===== src/rtl/wb_ahb_pkg.sv =====
// Shared constants, FSM encoding and burst helpers for the AHB-Lite to Wishbone burst bridge.
package wb_ahb_pkg;

    localparam logic [1:0] HTRANS_IDLE   = 2'b00;
    localparam logic [1:0] HTRANS_BUSY   = 2'b01;
    localparam logic [1:0] HTRANS_NONSEQ = 2'b10;
    localparam logic [1:0] HTRANS_SEQ    = 2'b11;

    localparam logic [1:0] HRESP_OKAY  = 2'b00;
    localparam logic [1:0] HRESP_ERROR = 2'b01;

    localparam logic [2:0] HBURST_SINGLE = 3'b000;
    localparam logic [2:0] HBURST_INCR   = 3'b001;
    localparam logic [2:0] HBURST_WRAP4  = 3'b010;
    localparam logic [2:0] HBURST_INCR4  = 3'b011;
    localparam logic [2:0] HBURST_WRAP8  = 3'b100;
    localparam logic [2:0] HBURST_INCR8  = 3'b101;
    localparam logic [2:0] HBURST_WRAP16 = 3'b110;
    localparam logic [2:0] HBURST_INCR16 = 3'b111;

    localparam logic [2:0] CTI_CLASSIC = 3'b000;
    localparam logic [2:0] CTI_INCR    = 3'b010;
    localparam logic [2:0] CTI_EOB     = 3'b111;

    localparam logic [1:0] BTE_LINEAR = 2'b00;
    localparam logic [1:0] BTE_WRAP4  = 2'b01;
    localparam logic [1:0] BTE_WRAP8  = 2'b10;
    localparam logic [1:0] BTE_WRAP16 = 2'b11;

    localparam logic [2:0] ST_IDLE   = 3'd0;
    localparam logic [2:0] ST_WB_REQ = 3'd1;
    localparam logic [2:0] ST_RETRY  = 3'd2;
    localparam logic [2:0] ST_ERR1   = 3'd3;
    localparam logic [2:0] ST_ERR2   = 3'd4;

    function automatic logic is_xfer(input logic [1:0] htrans);
        case (htrans)
            HTRANS_NONSEQ, HTRANS_SEQ: return 1'b1;
            HTRANS_IDLE, HTRANS_BUSY:  return 1'b0;
            default:                   return 1'b0;
        endcase
    endfunction

    // Zero means "no fixed length": SINGLE and INCR stay classic cycles.
    function automatic logic [4:0] burst_beats(input logic [2:0] hburst);
        case (hburst)
            HBURST_WRAP4,  HBURST_INCR4:  return 5'd4;
            HBURST_WRAP8,  HBURST_INCR8:  return 5'd8;
            HBURST_WRAP16, HBURST_INCR16: return 5'd16;
            HBURST_SINGLE, HBURST_INCR:   return 5'd0;
            default:                      return 5'd0;
        endcase
    endfunction

    function automatic logic [1:0] burst_bte(input logic [2:0] hburst);
        case (hburst)
            HBURST_WRAP4:  return BTE_WRAP4;
            HBURST_WRAP8:  return BTE_WRAP8;
            HBURST_WRAP16: return BTE_WRAP16;
            default:       return BTE_LINEAR;
        endcase
    endfunction

endpackage


===== src/rtl/wb_ahb_sel_enc.sv =====
// Byte-lane select generation with size/alignment error detection for one AHB address phase.
module wb_ahb_sel_enc #(
    parameter int SELW = 4
) (
    input  logic [$clog2(SELW)-1:0] offset,
    input  logic [2:0]              size,
    output logic [SELW-1:0]         sel,
    output logic                    err
);
    localparam int OFFW = $clog2(SELW);

    int              nbytes;
    logic [OFFW-1:0] mask;

    always_comb begin
        // NOTE: every output and temporary gets a default first so no path leaves a latch behind.
        sel    = '0;
        err    = 1'b0;
        nbytes = 0;
        mask   = '0;
        if (int'(size) > OFFW) begin
            err = 1'b1;
        end else begin
            nbytes = 1 << size;
            mask   = OFFW'(nbytes - 1);
            if ((offset & mask) != '0) begin
                err = 1'b1;
            end else begin
                for (int i = 0; i < SELW; i++) begin
                    sel[i] = (i >= int'(offset)) && (i < int'(offset) + nbytes);
                end
            end
        end
    end

endmodule


===== src/rtl/wb_ahb_burst_bridge.sv =====
// AHB-Lite slave to Wishbone B3 master bridge with burst tagging, bounded retry and timeout.
module wb_ahb_burst_bridge
    import wb_ahb_pkg::*;
#(
    parameter int AWIDTH     = 32,
    parameter int DWIDTH     = 32,
    parameter int RETRY_MAX  = 3,
    parameter int WB_TIMEOUT = 255
) (
    input  logic                  ahb_hclk,
    input  logic                  ahb_hreset,
    input  logic                  ahb_hsel,
    input  logic                  ahb_hready_in,
    input  logic [AWIDTH-1:0]     ahb_haddr,
    input  logic [1:0]            ahb_htrans,
    input  logic                  ahb_hwrite,
    input  logic [2:0]            ahb_hsize,
    input  logic [2:0]            ahb_hburst,
    input  logic [3:0]            ahb_hprot,
    input  logic [DWIDTH-1:0]     ahb_hwdata,
    output logic [DWIDTH-1:0]     ahb_hrdata,
    output logic                  ahb_hready_out,
    output logic [1:0]            ahb_hresp,
    output logic [15:0]           ahb_hsplit,
    output logic                  wb_clk_o,
    output logic                  wb_rst_o,
    output logic                  wb_cyc_o,
    output logic                  wb_stb_o,
    output logic                  wb_we_o,
    output logic [AWIDTH-1:0]     wb_adr_o,
    output logic [DWIDTH/8-1:0]   wb_sel_o,
    output logic [DWIDTH-1:0]     wb_dat_o,
    output logic [2:0]            wb_cti_o,
    output logic [1:0]            wb_bte_o,
    input  logic [DWIDTH-1:0]     wb_dat_i,
    input  logic                  wb_ack_i,
    input  logic                  wb_err_i,
    input  logic                  wb_rty_i
);
    localparam int SELW = DWIDTH / 8;
    localparam int OFFW = $clog2(SELW);

    logic [2:0]        state, state_nxt, addr_next;
    logic [AWIDTH-1:0] adr_r;
    logic              we_r;
    logic [SELW-1:0]   sel_r, sel_new;
    logic [2:0]        burst_r;
    logic [4:0]        beat_cnt;
    logic [7:0]        retry_cnt;
    logic [15:0]       tmo_cnt;
    logic              size_err, wb_done, addr_slot, accept, xfer, no_resp, tmo_hit, rty_fail;
    logic              unused_ok;

    assign unused_ok = ^ahb_hprot;

    wb_ahb_sel_enc #(.SELW(SELW)) u_sel_enc (
        .offset (ahb_haddr[OFFW-1:0]),
        .size   (ahb_hsize),
        .sel    (sel_new),
        .err    (size_err)
    );

    // An address phase can only land in a cycle where this slave drives hready high.
    assign wb_done   = (state == ST_WB_REQ) && wb_ack_i && !wb_err_i;
    assign addr_slot = (state == ST_IDLE) || (state == ST_ERR2) || wb_done;
    assign accept    = addr_slot && ahb_hsel && ahb_hready_in;
    assign xfer      = accept && is_xfer(ahb_htrans);
    assign no_resp   = !(wb_ack_i || wb_err_i || wb_rty_i);
    assign tmo_hit   = (WB_TIMEOUT != 0) && (tmo_cnt == 16'(WB_TIMEOUT - 1)) && no_resp;
    assign rty_fail  = (retry_cnt == 8'(RETRY_MAX));
    assign addr_next = xfer ? (size_err ? ST_ERR1 : ST_WB_REQ) : ST_IDLE;

    always_comb begin
        state_nxt = state;
        case (state)
            ST_IDLE, ST_ERR2: state_nxt = addr_next;
            ST_WB_REQ: begin
                if (wb_err_i)      state_nxt = ST_ERR1;
                else if (wb_ack_i) state_nxt = addr_next;
                else if (wb_rty_i) state_nxt = rty_fail ? ST_ERR1 : ST_RETRY;
                else if (tmo_hit)  state_nxt = ST_ERR1;
            end
            ST_RETRY: state_nxt = ST_WB_REQ;
            ST_ERR1:  state_nxt = ST_ERR2;
            default:  state_nxt = ST_IDLE;
        endcase
    end

    always_ff @(posedge ahb_hclk or negedge ahb_hreset) begin
        if (!ahb_hreset) begin
            state     <= ST_IDLE;
            adr_r     <= '0;
            we_r      <= 1'b0;
            sel_r     <= '0;
            burst_r   <= HBURST_SINGLE;
            beat_cnt  <= '0;
            retry_cnt <= '0;
            tmo_cnt   <= '0;
        end else begin
            // NOTE: non-blocking assignments so every register samples the pre-edge values.
            state <= state_nxt;

            if (xfer && !size_err) begin
                adr_r     <= ahb_haddr;
                we_r      <= ahb_hwrite;
                sel_r     <= sel_new;
                burst_r   <= ahb_hburst;
                retry_cnt <= '0;
            end else if ((state == ST_WB_REQ) && wb_rty_i && !wb_ack_i && !wb_err_i && !rty_fail) begin
                retry_cnt <= retry_cnt + 8'd1;
            end

            // A BUSY beat falls through to the decrement branch, leaving the count for the burst.
            if (state_nxt == ST_ERR1)
                beat_cnt <= '0;
            else if (accept && ahb_htrans == HTRANS_NONSEQ)
                beat_cnt <= burst_beats(ahb_hburst);
            else if ((accept && ahb_htrans == HTRANS_IDLE) || (addr_slot && ahb_hready_in && !ahb_hsel))
                beat_cnt <= '0;
            else if (wb_done && beat_cnt != '0)
                beat_cnt <= beat_cnt - 5'd1;

            if ((state == ST_WB_REQ) && no_resp && !tmo_hit)
                tmo_cnt <= tmo_cnt + 16'd1;
            else
                tmo_cnt <= '0;
        end
    end

    // cyc stays up across a BUSY gap of a fixed-length burst so the WB burst is not broken.
    assign wb_cyc_o = (state == ST_WB_REQ) || (state == ST_RETRY) || ((state == ST_IDLE) && beat_cnt != '0);
    assign wb_stb_o = (state == ST_WB_REQ);
    assign wb_we_o  = (state == ST_WB_REQ) && we_r;
    assign wb_adr_o = adr_r;
    assign wb_sel_o = wb_cyc_o ? sel_r : '0;
    assign wb_dat_o = ahb_hwdata;
    assign wb_cti_o = !wb_cyc_o         ? CTI_CLASSIC :
                      (beat_cnt > 5'd1) ? CTI_INCR    :
                      (beat_cnt == 5'd1) ? CTI_EOB    : CTI_CLASSIC;
    assign wb_bte_o = (wb_cyc_o && beat_cnt != '0) ? burst_bte(burst_r) : BTE_LINEAR;
    assign wb_clk_o = ahb_hclk;
    assign wb_rst_o = ~ahb_hreset;

    assign ahb_hrdata     = wb_dat_i;
    assign ahb_hsplit     = '0;
    assign ahb_hready_out = (state == ST_IDLE) || (state == ST_ERR2) || wb_done;
    assign ahb_hresp      = ((state == ST_ERR1) || (state == ST_ERR2)) ? HRESP_ERROR : HRESP_OKAY;

endmodule


===== config.mk =====
export PLATFORM = sky130hd
export DESIGN_NAME = wb_ahb_burst_bridge
export DESIGN_NICKNAME = d
export VERILOG_FILES = /design/src/rtl/wb_ahb_pkg.sv /design/src/rtl/wb_ahb_sel_enc.sv /design/src/rtl/wb_ahb_burst_bridge.sv
export SDC_FILE = /design/constraint.sdc
export NUM_CORES = 1
export LEC_CHECK = 0
export ABC_AREA = 1
export CAP_MARGIN = 20
export CELL_PAD_IN_SITES_DETAIL_PLACEMENT = 1
export CELL_PAD_IN_SITES_GLOBAL_PLACEMENT = 1
export CORE_MARGIN = 5
export CORE_UTILIZATION = 24
export DETAILED_ROUTE_END_ITERATION = 7
export HOLD_SLACK_MARGIN = 0.05
export PLACE_DENSITY = 0.78
export REMOVE_ABC_BUFFERS = 1
export SYNTH_ARGS = -nofsm -noshare
export SYNTH_HDL_FRONTEND = slang
export SYNTH_SLANG_ARGS = --single-unit

===== constraint.sdc =====
create_clock -name ahb_hclk -period 1.8 [get_ports ahb_hclk]
set_clock_uncertainty 0.1 [all_clocks]
set_input_delay 0.54 -clock ahb_hclk [delete_from_list [all_inputs] [get_ports ahb_hclk]]
set_output_delay 0.54 -clock ahb_hclk [all_outputs]
set_load 0.05 [all_outputs]

After elaboration in Yosys (flattened, before gate mapping)
Memories as Yosys holds them, arrays and structs flattened.
Index checks and enable logic that the tools add are counted.
{"block": "totals", "mem_bits_ro": 24, "output_inout_bits": 129, "mem_count": 1, "wordCells": 115, "reg_bits": 72, "input_bits": 116}
{"block": "classes", "muxes": 27, "bitwise_logic": 2, "shifts": 1, "eq_ne": 14, "n_addsub": 5, "n_reduce_logical": 48, "order_cmp": 9}
{"name": "(no name shown)", "words": 8, "width": 3, "rd": 1, "rd_ports_with_merged_regs": 0, "write_ports": 0, "line": "wb_ahb_pkg.sv:46", "source": "case (hburst)"}
{"cell": "$lt A3 B32 Y1 const A", "count": 2}
{"cell": "$add A3 B32 Y32", "count": 1}
{"cell": "$lt A1 B32 Y1 const A", "count": 1}
{"cell": "$lt A2 B32 Y1 const A", "count": 1}
{"cell": "$shl A1 B3 Y32 const A", "count": 1}
{"cell": "$logic_and A1 B1 Y1", "count": 24}
{"cell": "$mux W3", "count": 7}
{"cell": "$mux W5", "count": 4}
{"cell": "$add A16 B1 Y16 const B", "count": 1}
{"cell": "$eq A16 B8 Y1 const B", "count": 1}
{"cell": "$mux W16", "count": 1}
{"cell": "$mux W8", "count": 2}
{"cell": "$eq A3 B2 Y1 const B", "count": 4}
{"cell": "$mux W4", "count": 3}
{"cell": "$pmux W3 S4", "count": 1}
{"cell": "$eq A3 B3 Y1 const B", "count": 3}
{"cell": "$add A8 B1 Y8 const B", "count": 1}
{"cell": "$eq A8 B2 Y1 const B", "count": 1}
{"cell": "$logic_or A1 B1 Y1", "count": 8}
{"cell": "$logic_not A1 Y1", "count": 7}
{"cell": "$mux W2", "count": 3}
{"cell": "$pmux W2 S3", "count": 1}
{"cell": "$reduce_or A2 Y1", "count": 3}
{"cell": "$eq A5 B1 Y1 const B", "count": 1}
{"cell": "other kinds (18)", "count": 24}

Logic depth before layout (Yosys ltp)
{"block": "logic_depth", "word_depth": 13, "depth_mapped": 13, "depth_no_buf": 13}

Hierarchy
From an unflattened synthesis, not the netlist that was laid out.
{"block": "hier_totals", "cells_unflattened": 554, "area_unflattened_um2": 4339.2}
{"mod": "wb_ahb_burst_bridge", "instances": 1, "cells_each": 513, "area_per_inst_um2": 4103.9, "seq_area_each_um2": 1801.7}
{"mod": "wb_ahb_sel_enc", "instances": 1, "cells_each": 41, "area_per_inst_um2": 235.2, "seq_area_each_um2": 0.0}

==> results.yml <==
drt:
  viasPerCell: 4.67
  dr.pass1.iters: 4
  ant_nets: 0
  drcViolationCount: 0
  vias: 4236
  drt_iter0_drc: 170
  wl_per_cell_um: 23.1
  drt_wl_total_um: 20900
yosys:
  netlist_area_um2: 4350
  avgSynthCellArea_um2: 7.95
  yosysWarningCount: 0
  synth_seq_cells: 72
  synth_cell_types: 41
  synth_cells: 548
  yosysTopAreaCellShare: 0.414
  yosys.area.top_type: "dfrtp_1"
  ys_seq_area_frac: 0.414
  synth.area.top_cells: "dfrtp_1 (41%), buf_4 (15%), nand2_1 (14%), inv_1 (4.7%), nor2_1 (4.2%)"
final_layout:
  final_cell_area_um2: 7360
  drive_above_1_share: 0.458
  layout_common_cells: "nand2_1 (95), dfrtp_1 (70), buf_4 (57)"
  layout_commonest_cell: "nand2_1"
  area_growth_pct: 69.1
  final_nets: 800
  final_util: 0.411
  multiInputGateArea_um2: 2360
  insertedDiodeCount: 0
  filler_cell_count: 2004
  layout.cells.non_filler: 908
  register_area_um2: 1800
global_route:
  grt_pass1_vias: 4478
  grt-ovfl-total: 0
  grt_usage: 0.186
  grt_pass1_wl_um: 28400
  grt_max_degree: 73
  antenna_found_initial: 0
flow_run:
  maxCapViolCount: 0
sta:
  whs_ns: 0.275
  slew_headroom: 0.355
  worst_slack_ns: -0.595
  finalSetupTns_ns: -24.51
  final_hold_viol_count: 0
  worstMarginPinSlew_ns: 0.967
  max_freq_mhz: 418
  min_period_ns: 2.39
  slew_violations: 0
  period_share: 1.33
  final-setup-viol-count: 70
  rsz0062_at_grt: "yes"
worst_setup_path:
  rr_worst_depth: 14
  r2r-start: "state[2]"
  crit_required_ns: 1.16
  critPathLaunch: "beat_cnt[0]"
  timing.rr.end: "sel_r[2]"
  cp.arrival_ns: 1.75
  critPathMaxFanout: 4
  r2r_setup_slack_ns: -0.38
  crit_end: "wb_sel_o[0]"
  cp-end-kind: "primary output"
  startpoint_type: "register"
  worstSetupPathType: "reg2out"
power:
  p_leak_nw: 3.42
  p_sw_mw: 5.24
  combinationalPowerShare: 0.589
  p_per_area_nw_per_um2: 1580
  p_total_mw: 11.6
  intPower_mw: 6.40
  ir_drop_mv: 1.00
  p_seq_frac: 0.232
  p_clk_frac: 0.179
  p_sw_frac: 0.450
placement:
  port_buffers: 95
  dp_hpwl_um: 12600
  place_congestion: 0.758
  dp_slack_ns: -0.828
  dp_cells: 852
  dpl-instance-area_um2: 5750
die:
  die_w_um: 145
  ios: 245
  start_util: 0.243
  die_area_um2: 20900
  fp.coreArea_um2: 17900
  die_h_um: 145
  rows: 49
clocking:
  cts.clk_slew.worst_paths_ns: 0.07
  hold_buffers: 0
  clk_latency_ns: 0.45
  cts_tree: "yes"
run_status:
  violations: "negative setup slack"
  status: "finished with violations"
worst_hold_path:
  hold_path_class: "in2async"
[power groups by stage]
stage	clock [mW]	sequential [mW]	combinational, mW
after floorplan	0	3.25	1.90
after global placement	0.128	2.52	5.27
after detailed placement	0.128	2.54	5.35
after CTS	2.10	2.57	6.16
after global routing	2.20	2.75	7.16
final	2.08	2.70	6.85
[how the worst min path moves through the flow]
stage	slack, ns	to	depth (start not counted)
after floorplan	0.14	beat_cnt[0]	0
after global placement	0.37	burst_r[1]	2
after detailed placement	0.38	burst_r[1]	2
after CTS	0.31	beat_cnt[1]	2
after global routing	0.33	beat_cnt[1]	2
final	0.28	beat_cnt[2]	2
[metal layers]
metal / share of wire / track usage / wire (µm) / up-vias
li1: - / - / - / 1866
met1: 0.36 / 0.196 / 7530 / 2087
met2: 0.46 / 0.281 / 9530 / 240
met3: 0.15 / 0.151 / 3220 / 37
met4: 0.021 / 0.0447 / 436 / 6
met5: 0.0098 / 0.0766 / 205 / -
[sequential cells by signal (all words and copies together) (netlist names)]
register   cells
tmo_cnt       16
retry_cnt      8
beat_cnt       5
wb_adr_o      32
sel_r          4
state          3
we_r           1
burst_r        3
[worst max-delay path: stages, from the launching register on]
cell,delay (ns)
dfrtp_1,0.39
inv_2,0.08
ha_4,0.14
nand3_4,0.10
o21ai_4,0.21
buf_6,0.18
nor2_2,0.05
buf_6,0.15
[Yosys cell counts, drive strengths merged]
master and instances:
a21oi 18, a31oi 1, buf 92, conb 1
dfrtp 72, fa 1, ha 9, inv 60
mux2i 1, nand2 162, nand3 20, nand4 3
nor2 53, nor3 11, nor3b 5, nor4 3
o211ai 2, o21a 2, o21ai 18, o21bai 1
o22ai 3, o31ai 1, or2 1, xnor2 1
xor2 7
[cells by family (layout without fill, tap and decap cells)]
kind of cell               after synthesis  after routing  share of synthesized area
DFF                                     72             72                      0.414
and+or+nand+nor                        258            259                      0.259
other                                    1             17                   0.000861
xor gates and xnor gates                 8              8                     0.0161
muxes                                    1              1                    0.00230
adders and majority gates               10             10                     0.0305
buffers and inverters                  152            266                      0.216
AOI/OAI and AO/OA                       46             46                     0.0621
[what timing repair did]
action	CTS	global route
gates cloned	7	1
setup endpoints to repair	69	86
pin swaps	28	34
gates resized for setup	144	111
setup buffers	24	14
[final cells by class]
cell class | count | area share
flip-flops and latches | 72 | 0.245
multi-input cells | 341 | 0.320
clock buffers | 16 | 0.0435
inverters | 60 | 0.0326
clock inverters | 3 | 0.00238
repair buffers | 187 | 0.317
well taps | 229 | 0.0389
Note: power is estimated with default switching activity, not from simulation.
